==> config.mk <==
export PLATFORM = sky130hd
export DESIGN_NAME = multicycle_control
export DESIGN_NICKNAME = d
export VERILOG_FILES = /design/src/rtl/multicycle_pkg.sv /design/src/rtl/multicycle_decode.sv /design/src/rtl/multicycle_control.sv
export SDC_FILE = /design/constraint.sdc
export NUM_CORES = 1
export LEC_CHECK = 0
export BUFFER_PORTS_ARGS = -buffer_cell sky130_fd_sc_hd__buf_2
export CORE_ASPECT_RATIO = 1.4
export CORE_MARGIN = 2
export CORE_UTILIZATION = 45
export CTS_CLUSTER_DIAMETER = 30
export DETAILED_ROUTE_END_ITERATION = 8
export PLACE_DENSITY_LB_ADDON = 0.3
export SLEW_MARGIN = 30
export SYNTH_ARGS = -nofsm -noshare
export SYNTH_HDL_FRONTEND = slang
export SYNTH_SLANG_ARGS = --single-unit
export TNS_END_PERCENT = 10
==> constraint.sdc <==
create_clock -name clk -period 6.77 [get_ports clk]
set_clock_uncertainty 0.1 [all_clocks]
set_input_delay 0.3385 -clock clk [delete_from_list [all_inputs] [get_ports clk]]
set_output_delay 0.3385 -clock clk [all_outputs]
set_load 0.02 [all_outputs]
==> src/rtl/multicycle_pkg.sv <==
// multicycle_pkg: shared encodings for the multi-cycle MIPS controller.
// Optional feature macro: MULTICYCLE_ILLEGAL_TRAP_EN adds the TRAP state.
package multicycle_pkg;

  localparam int unsigned OP_W   = 6;
  localparam int unsigned FUNC_W = 6;
  localparam int unsigned CNT_W  = 32;

  // Opcodes
  localparam logic [OP_W-1:0] OP_RTYPE = 6'b000000;
  localparam logic [OP_W-1:0] OP_ADDI  = 6'b001000;
  localparam logic [OP_W-1:0] OP_LW    = 6'b100011;
  localparam logic [OP_W-1:0] OP_SW    = 6'b101011;
  localparam logic [OP_W-1:0] OP_BEQ   = 6'b000100;
  localparam logic [OP_W-1:0] OP_J     = 6'b000010;

  // R-type funct codes
  localparam logic [FUNC_W-1:0] FN_NOP = 6'b000000;
  localparam logic [FUNC_W-1:0] FN_ADD = 6'b100000;
  localparam logic [FUNC_W-1:0] FN_SUB = 6'b100010;
  localparam logic [FUNC_W-1:0] FN_AND = 6'b100100;
  localparam logic [FUNC_W-1:0] FN_OR  = 6'b100101;
  localparam logic [FUNC_W-1:0] FN_SLT = 6'b101010;

  typedef enum logic [1:0] {
    ALU_ADD   = 2'b00,
    ALU_SUB   = 2'b01,
    ALU_FUNCT = 2'b10
  } alu_op_t;

  typedef enum logic [1:0] {
    SRCB_REG     = 2'b00,
    SRCB_FOUR    = 2'b01,
    SRCB_IMM     = 2'b10,
    SRCB_IMM_SH2 = 2'b11
  } alu_src_b_t;

  typedef enum logic [1:0] {
    PCSRC_ALU    = 2'b00,
    PCSRC_ALUOUT = 2'b01,
    PCSRC_JUMP   = 2'b10
  } pc_source_t;

  typedef enum logic [2:0] {
    CLS_NOP,
    CLS_RTYPE,
    CLS_ADDI,
    CLS_LOAD,
    CLS_STORE,
    CLS_BEQ,
    CLS_J,
    CLS_ILLEGAL
  } instr_class_t;

  typedef enum logic [3:0] {
    ST_FETCH,
    ST_DECODE,
    ST_EXEC_R,
    ST_WB_R,
    ST_EXEC_I,
    ST_WB_I,
    ST_MEM_ADDR,
    ST_MEM_RD,
    ST_WB_MEM,
    ST_MEM_WR,
    ST_BRANCH,
    ST_JUMP
`ifdef MULTICYCLE_ILLEGAL_TRAP_EN
    , ST_TRAP
`endif
  } state_t;

  // Full set of datapath controls driven each cycle
  typedef struct packed {
    logic       pc_write;
    logic       pc_write_cond;
    pc_source_t pc_source;
    logic       i_or_d;
    logic       mem_read;
    logic       mem_write;
    logic       ir_write;
    logic       alu_src_a;
    alu_src_b_t alu_src_b;
    alu_op_t    alu_op;
    logic       reg_dst;
    logic       reg_write;
    logic       mem_to_reg;
    logic       retire;
    logic       illegal_op;
  } ctl_t;

endpackage

==> src/rtl/multicycle_decode.sv <==
// multicycle_decode: combinational classification of opcode/funct into an
// instruction class consumed by the sequencing FSM.
module multicycle_decode
  import multicycle_pkg::*;
(
  input  logic [OP_W-1:0]   op_in,
  input  logic [FUNC_W-1:0] func_in,
  output instr_class_t      instr_class_c
);

  // Map op/funct to class; anything not recognised is ILLEGAL
  always_comb begin
    instr_class_c = CLS_ILLEGAL;
    case (op_in)
      OP_RTYPE: begin
        case (func_in)
          FN_NOP:                                 instr_class_c = CLS_NOP;
          FN_ADD, FN_SUB, FN_AND, FN_OR, FN_SLT:  instr_class_c = CLS_RTYPE;
          default:                                instr_class_c = CLS_ILLEGAL;
        endcase
      end
      OP_ADDI: instr_class_c = CLS_ADDI;
      OP_LW:   instr_class_c = CLS_LOAD;
      OP_SW:   instr_class_c = CLS_STORE;
      OP_BEQ:  instr_class_c = CLS_BEQ;
      OP_J:    instr_class_c = CLS_J;
      default: instr_class_c = CLS_ILLEGAL;
    endcase
  end

endmodule

==> src/rtl/multicycle_control.sv <==
// multicycle_control: Moore sequencing FSM for the multi-cycle MIPS datapath.
// Memory phases wait on mem_ready; retire pulses on every return to FETCH.
// Define MULTICYCLE_ILLEGAL_TRAP_EN to park unsupported instructions in TRAP;
// otherwise they retire as NOPs.
module multicycle_control
  import multicycle_pkg::*;
(
  input  logic              clk,
  input  logic              rst,
  input  logic [OP_W-1:0]   op_in,
  input  logic [FUNC_W-1:0] func_in,
  input  logic              mem_ready,
  output logic              pc_write,
  output logic              pc_write_cond,
  output logic [1:0]        pc_source,
  output logic              i_or_d,
  output logic              mem_read,
  output logic              mem_write,
  output logic              ir_write,
  output logic              alu_src_a,
  output logic [1:0]        alu_src_b,
  output logic [1:0]        alu_op,
  output logic              reg_dst,
  output logic              reg_write,
  output logic              mem_to_reg,
  output logic              retire,
  output logic [CNT_W-1:0]  instr_count,
  output logic              illegal_op
);

  state_t           state_q, state_d;
  instr_class_t     instr_class_c;
  ctl_t             ctl_c, ctl_o;
  logic [CNT_W-1:0] count_q;

  multicycle_decode u_decode (
    .op_in         (op_in),
    .func_in       (func_in),
    .instr_class_c (instr_class_c)
  );

  // State register; reset abandons any in-flight instruction
  always_ff @(posedge clk or posedge rst) begin
    if (rst) state_q <= ST_FETCH;
    else     state_q <= state_d;
  end

  // Next-state and per-state control decode
  always_comb begin
    ctl_c   = '0;
    state_d = state_q;
    case (state_q)
      ST_FETCH: begin
        ctl_c.mem_read  = 1'b1;
        ctl_c.alu_src_b = SRCB_FOUR;
        ctl_c.alu_op    = ALU_ADD;
        ctl_c.pc_source = PCSRC_ALU;
        if (mem_ready) begin
          ctl_c.ir_write = 1'b1;
          ctl_c.pc_write = 1'b1;
          state_d        = ST_DECODE;
        end
      end
      ST_DECODE: begin
        ctl_c.alu_src_b = SRCB_IMM_SH2;
        ctl_c.alu_op    = ALU_ADD;
        case (instr_class_c)
          CLS_NOP:   state_d = ST_FETCH;
          CLS_RTYPE: state_d = ST_EXEC_R;
          CLS_ADDI:  state_d = ST_EXEC_I;
          CLS_LOAD,
          CLS_STORE: state_d = ST_MEM_ADDR;
          CLS_BEQ:   state_d = ST_BRANCH;
          CLS_J:     state_d = ST_JUMP;
`ifdef MULTICYCLE_ILLEGAL_TRAP_EN
          default:   state_d = ST_TRAP;
`else
          default:   state_d = ST_FETCH;
`endif
        endcase
      end
      ST_EXEC_R: begin
        ctl_c.alu_src_a = 1'b1;
        ctl_c.alu_src_b = SRCB_REG;
        ctl_c.alu_op    = ALU_FUNCT;
        state_d         = ST_WB_R;
      end
      ST_WB_R: begin
        ctl_c.reg_dst   = 1'b1;
        ctl_c.reg_write = 1'b1;
        state_d         = ST_FETCH;
      end
      ST_EXEC_I: begin
        ctl_c.alu_src_a = 1'b1;
        ctl_c.alu_src_b = SRCB_IMM;
        ctl_c.alu_op    = ALU_ADD;
        state_d         = ST_WB_I;
      end
      ST_WB_I: begin
        ctl_c.reg_write = 1'b1;
        state_d         = ST_FETCH;
      end
      ST_MEM_ADDR: begin
        ctl_c.alu_src_a = 1'b1;
        ctl_c.alu_src_b = SRCB_IMM;
        ctl_c.alu_op    = ALU_ADD;
        state_d         = (instr_class_c == CLS_LOAD) ? ST_MEM_RD : ST_MEM_WR;
      end
      ST_MEM_RD: begin
        ctl_c.mem_read = 1'b1;
        ctl_c.i_or_d   = 1'b1;
        if (mem_ready) state_d = ST_WB_MEM;
      end
      ST_WB_MEM: begin
        ctl_c.mem_to_reg = 1'b1;
        ctl_c.reg_write  = 1'b1;
        state_d          = ST_FETCH;
      end
      ST_MEM_WR: begin
        ctl_c.mem_write = 1'b1;
        ctl_c.i_or_d    = 1'b1;
        if (mem_ready) state_d = ST_FETCH;
      end
      ST_BRANCH: begin
        ctl_c.alu_src_a     = 1'b1;
        ctl_c.alu_src_b     = SRCB_REG;
        ctl_c.alu_op        = ALU_SUB;
        ctl_c.pc_write_cond = 1'b1;
        ctl_c.pc_source     = PCSRC_ALUOUT;
        state_d             = ST_FETCH;
      end
      ST_JUMP: begin
        ctl_c.pc_write  = 1'b1;
        ctl_c.pc_source = PCSRC_JUMP;
        state_d         = ST_FETCH;
      end
`ifdef MULTICYCLE_ILLEGAL_TRAP_EN
      ST_TRAP: begin
        ctl_c.illegal_op = 1'b1;
        state_d          = ST_TRAP;
      end
`endif
      default: state_d = ST_FETCH;
    endcase
    // FETCH only leaves to DECODE, so any arrival at FETCH completes an instruction
    ctl_c.retire = (state_q != ST_FETCH) && (state_d == ST_FETCH);
  end

  // Retired-instruction counter, wraps naturally at 2^32
  always_ff @(posedge clk or posedge rst) begin
    if (rst)               count_q <= '0;
    else if (ctl_c.retire) count_q <= count_q + CNT_W'(1);
  end

  // Controls are forced low for the whole reset window, asynchronously
  assign ctl_o = rst ? '0 : ctl_c;

  assign pc_write      = ctl_o.pc_write;
  assign pc_write_cond = ctl_o.pc_write_cond;
  assign pc_source     = ctl_o.pc_source;
  assign i_or_d        = ctl_o.i_or_d;
  assign mem_read      = ctl_o.mem_read;
  assign mem_write     = ctl_o.mem_write;
  assign ir_write      = ctl_o.ir_write;
  assign alu_src_a     = ctl_o.alu_src_a;
  assign alu_src_b     = ctl_o.alu_src_b;
  assign alu_op        = ctl_o.alu_op;
  assign reg_dst       = ctl_o.reg_dst;
  assign reg_write     = ctl_o.reg_write;
  assign mem_to_reg    = ctl_o.mem_to_reg;
  assign retire        = ctl_o.retire;
  assign illegal_op    = ctl_o.illegal_op;
  assign instr_count   = count_q;

endmodule

Word-level counts from Yosys, hierarchy flattened

Index checks and enable logic that the tools add are counted.

Register bits: 36
Output and inout port bits: 50
Word-level logic and storage cells: 65

Add/sub/neg operators: 1
Eq/ne operators: 27
Multiplexer cells: 22
Reduce and logical (&&, ||, !) cells: 13

Operators by type and width:

| operator              | count |
|---|---|
| $eq 6x6->1 const B    | 7 |
| $pmux 4 s5            | 2 |
| $add 32x1->32 const B | 1 |
| $pmux 4 s7            | 1 |
| $mux 18               | 1 |
| $pmux 3 s6            | 1 |
| $eq 4x3->1 const B    | 4 |
| $eq 4x4->1 const B    | 4 |
| $mux 4                | 4 |
| $logic_not 6->1       | 2 |
| $mux 1                | 10 |
| $eq 3x3->1 const B    | 3 |
| $eq 4x2->1 const B    | 2 |
| $logic_not 4->1       | 2 |
| $reduce_or 2->1       | 4 |
| $eq 3x2->1 const B    | 2 |
| $eq 6x2->1 const B    | 1 |
| $eq 6x3->1 const B    | 1 |
| $eq 6x4->1 const B    | 1 |
| $pmux 3 s2            | 1 |
| $reduce_or 5->1       | 1 |
| $eq 4x1->1 const B    | 1 |
| $pmux 2 s2            | 1 |
| $reduce_bool 4->1     | 1 |
| other kinds (5)       | 5 |

Logic depth before layout (Yosys ltp)

Depth in word-level cells: 11
Mapped depth: 9
Depth with buffers taken out: 7

By module

From an unflattened synthesis, not the netlist that was laid out.

Cells, all modules: 248
Area total of the unflattened synthesis: 2,279.7 µm²

By module, submodules not included:

| module             | times used | cells each | area an instance (µm²) |
|---|---|---|---|
| multicycle_control | 1          | 226        | 2,139.6 |
| multicycle_decode  | 1          | 22         | 140.1 |

Worst setup path before layout

No wires, ideal clock.

Path kind: input to output
Start point: input port rst
End point: output port pc_write
Arrival: 2,175 ps
Path slack: 4,156 ps
Stages on the path: 5
Buffers on the path: 1
Cells stage by stage: clkbuf_1 -> inv_1 -> nand2_1 -> nor2_1 -> or2_2

Word-level cells in the longest chain between the ends: 1

Ends and longest elaborated chain:

| item        | line                      | text |
|---|---|---|
| from (decl) | multicycle_control.sv:9   | `input logic rst,` |
| $mux 18     | multicycle_control.sv:156 | `assign ctl_o = rst ? '0 : ctl_c;` |
| to (decl)   | multicycle_control.sv:13  | `output logic pc_write,` |

Every way passes these cells.

Worst setup path in the final report

Start point: register state_q[0]
End point: output port retire

Word-level cells in the longest chain between the ends: 5
Elaborated cells between the ends (all ways): 15
Those cells by class: eq/ne (6); mux (5); reduce/logical (4)

Ends and longest elaborated chain:

| item                                     | line                      | text |
|---|---|---|
| from (decl)                              | multicycle_control.sv:31  | `state_t state_q, state_d;` |
| from (signal assigned)                   | multicycle_control.sv:45  | `else state_q <= state_d;` |
| $eq 4x4->1, or another cell as far along | multicycle_control.sv:52  | `case (state_q)` |
| $pmux 4 s7                               | multicycle_control.sv:52  |  |
| $logic_not 4->1                          | multicycle_control.sv:146 | `ctl_c.retire = (state_q != ST_FETCH) && (state_d == ST_FETCH);` |
| $logic_and 1x1->1 *                      | multicycle_control.sv:146 |  |
| $mux 18 *                                | multicycle_control.sv:156 |  |
| to (decl)                                | multicycle_control.sv:26  | `output logic retire,` |

Mark *: on every way between the ends. The rest lies on a longest branch, timed or not.

==> flow_summary.toml <==
[timing]
hold_viol_final = 0
fin_crit_ns = 3.11
fin_tns_setup_ns = 0
setup_viol_count_final = 0
clock.fmax_mhz = 321
tightest_slew_ns = 0.788
slew_violations = 0
fin_crit_sh = 0.460
rsz0062_at_grt = "no"
max_slew_margin = 0.470

[clock_network]
tritoncts = "built"
clk_pin_slew_ns = 0.07
cts_htree_levels = 2
numCtsBuffers = 5
cts_sinks = 36
clockBufferDepth = 2
worst_skew_pair.late_latency_ns = 0.29
clock_tree.root_cell = "clkbuf_8"
post_cts_buffers = 0
hold_buffers = 0
cts-resized-gates = 0

[final_layout]
insertedDiodeCount = 0
nFillCells = 468
drive_gt1_frac = 0.260
multi_input_area_um2 = 1240
syn_to_final_growth_pct = 19.0
register_area_um2 = 901
fin_nets = 327

[drt]
viasPerCell = 5.38
ant_nets = 0
vias = 2024
drtIter0Drc = 94
wl_per_cell_um = 13.3
drc = 0
wirelength_um = 4980
first_pass_iters = 4

[yosys]
syn_avg_cell_area_um2 = 8.90
yosysUniqueCellTypes = 47
synth_area_leaders = "dfrtp_1 (40%), xor2_1 (11%), nor2_1 (3.8%)"
synth_most_common_cell = "dfrtp_1"
synth_nets = 269
async_reset_ff_frac = 1.00
synth_top_area_cell = "dfrtp_1"
seq_area_frac_synth = 0.400
ys.flop_type = "dfrtp_1"
synthDominantCellAreaShare = 0.400
synthCells = 253
yosysWarnings = 0
synth-seq-cells = 36
synth_common_cells = "dfrtp_1 (36), xor2_1 (27), nor2_1 (23)"
synth_edf_count = 0
syn_area_um2 = 2250

[run_status]
status = "complete, no violations"

[global_routing]
grt_pass1_vias = 1868
grt_usage = 0.184
grt.overflow.total = 0
antenna_found_initial = 0
grt_max_degree = 39
grt_pass1_wl_um = 8310

[floorplanning]
core_um2 = 4840
initial_core_util = 0.465
io_pins = 65
placementRows = 30
die_h_um = 87.7
die_w_um = 63.8
dieArea_um2 = 5590

[setup_path]
path_class = "reg2out"
worstPathRequired_ns = 6.33
rrSetupSlack_ns = 4.02
crit_path_start_kind = "flip-flop"
path_max_fanout = 33
arrival_ns = 2.67
critical_path.endpoint_type = "output port"

[placement]
place_hpwl_um = 3680
portBuffers = 63
gp_congestion = 0.784

[min_path]
holdCritPathClass = "in2async"

[power_and_ir_drop]
irDropWorstVdd_mv = 0.248
leakagePower_nw = 1.09
power.density_nw_per_um2 = 308
fin_total_pwr_mw = 0.825

[job]
cap_violations = 0
[power by group]
| group | leakage (nW) | internal (mW) | switching [mW] |
|---|---|---|---|
| registers | 0.382 | 0.258 | 0.0716 |
| clock network | 0.0455 | 0.0829 | 0.0715 |
| logic | 0.666 | 0.123 | 0.218 |
| total | 1.09 | 0.464 | 0.361 |
[worst paths after layout]
check	startpoint	to	depth (start not counted)
min in group clk	mem_ready	state_q[0]$_DFF_PP0_	3
setup / recovery	state_q[0]$_DFF_PP0_	retire	7
max in group asynchronous	rst	instr_count[12]$_DFFE_PP0P_	3
hold / removal	rst	instr_count[21]$_DFFE_PP0P_	3
hold reg to reg	instr_count[31]$_DFFE_PP0P_	instr_count[31]$_DFFE_PP0P_	1
setup reg to reg	state_q[0]$_DFF_PP0_	instr_count[21]$_DFFE_PP0P_	7
[sequential cells by signal, indices dropped and copies added (netlist names)]
register	flops
instr_count	32
state_q	4
[cell usage in the layout (no fill, tap or decap), types with 2 or more instances in the layout]
cell type,instances
mux2i_1,2
clkbuf_1,2
nor4_2,3
nand3_1,16
nor3_1,16
buf_2,63
o21ai_0,6
o211ai_1,2
nand2_1,21
nor2b_1,2
inv_1,12
a21oi_1,2
a21o_1,3
a211oi_1,3
o32a_1,2
or3_1,3
dfrtp_1,36
nand4_1,4
and3_1,12
nand4b_1,2
xor2_1,27
xnor2_1,6
nand2b_1,3
nor2_1,23
clkbuf_8,6
nor4_1,13
or2_2,2
[final cells by class]
cell class | instances | share of cell area
multi-input cells | 192 | 0.463
clock buffers | 8 | 0.0336
inverters | 12 | 0.0168
repair buffers | 64 | 0.120
flip-flops and latches | 36 | 0.336
well taps | 64 | 0.0299
[through the flow]
step / utilization / setup slack [ns] / cells / instance area (um^2) / hold WS, ns
6_report: 0.553 / 3.66 / 376 / 2680 / 0.171
2_1_floorplan: - / 4.16 / 253 / 2250 / 0.445
5_1_grt: 0.553 / 3.43 / 376 / 2680 / 0.235
4_1_cts: 0.553 / 3.66 / 376 / 2680 / 0.173
3_5_place_dp: 0.535 / 3.81 / 368 / 2590 / 0.359
3_3_place_gp: 0.535 / 3.50 / 368 / 2590 / 0.352
[critical path, stage by stage (launching register included)]
cell,delay (ns)
dfrtp_1,0.65
nor2b_1,0.25
and3_1,0.22
nand2b_1,0.06
a211oi_1,0.35
a211o_2,0.60
nor2_1,0.07
buf_2,0.18
[logic make-up after synthesis]
| group | share of synthesized area |
|---|---|
| AO/OA/AOI/OAI | 0.0944 |
| XOR/XNOR | 0.128 |
| multiplexers | 0.0139 |
| adder cells (fa/ha/maj) | 0.0100 |
| flip-flops | 0.400 |
| buffers and inverters | 0.0494 |
| other | 0.00167 |
| AND/OR/NAND/NOR | 0.302 |
[metal layers]
metal  global-route usage  part of all wire  vias up
li1                     -                 -     1016
met1                0.229              0.44      948
met2                0.326              0.50       53
met3               0.0270             0.042        7
met4               0.0593             0.014        0
met5                    0                 0        -
(Power assumes the default switching activity.)
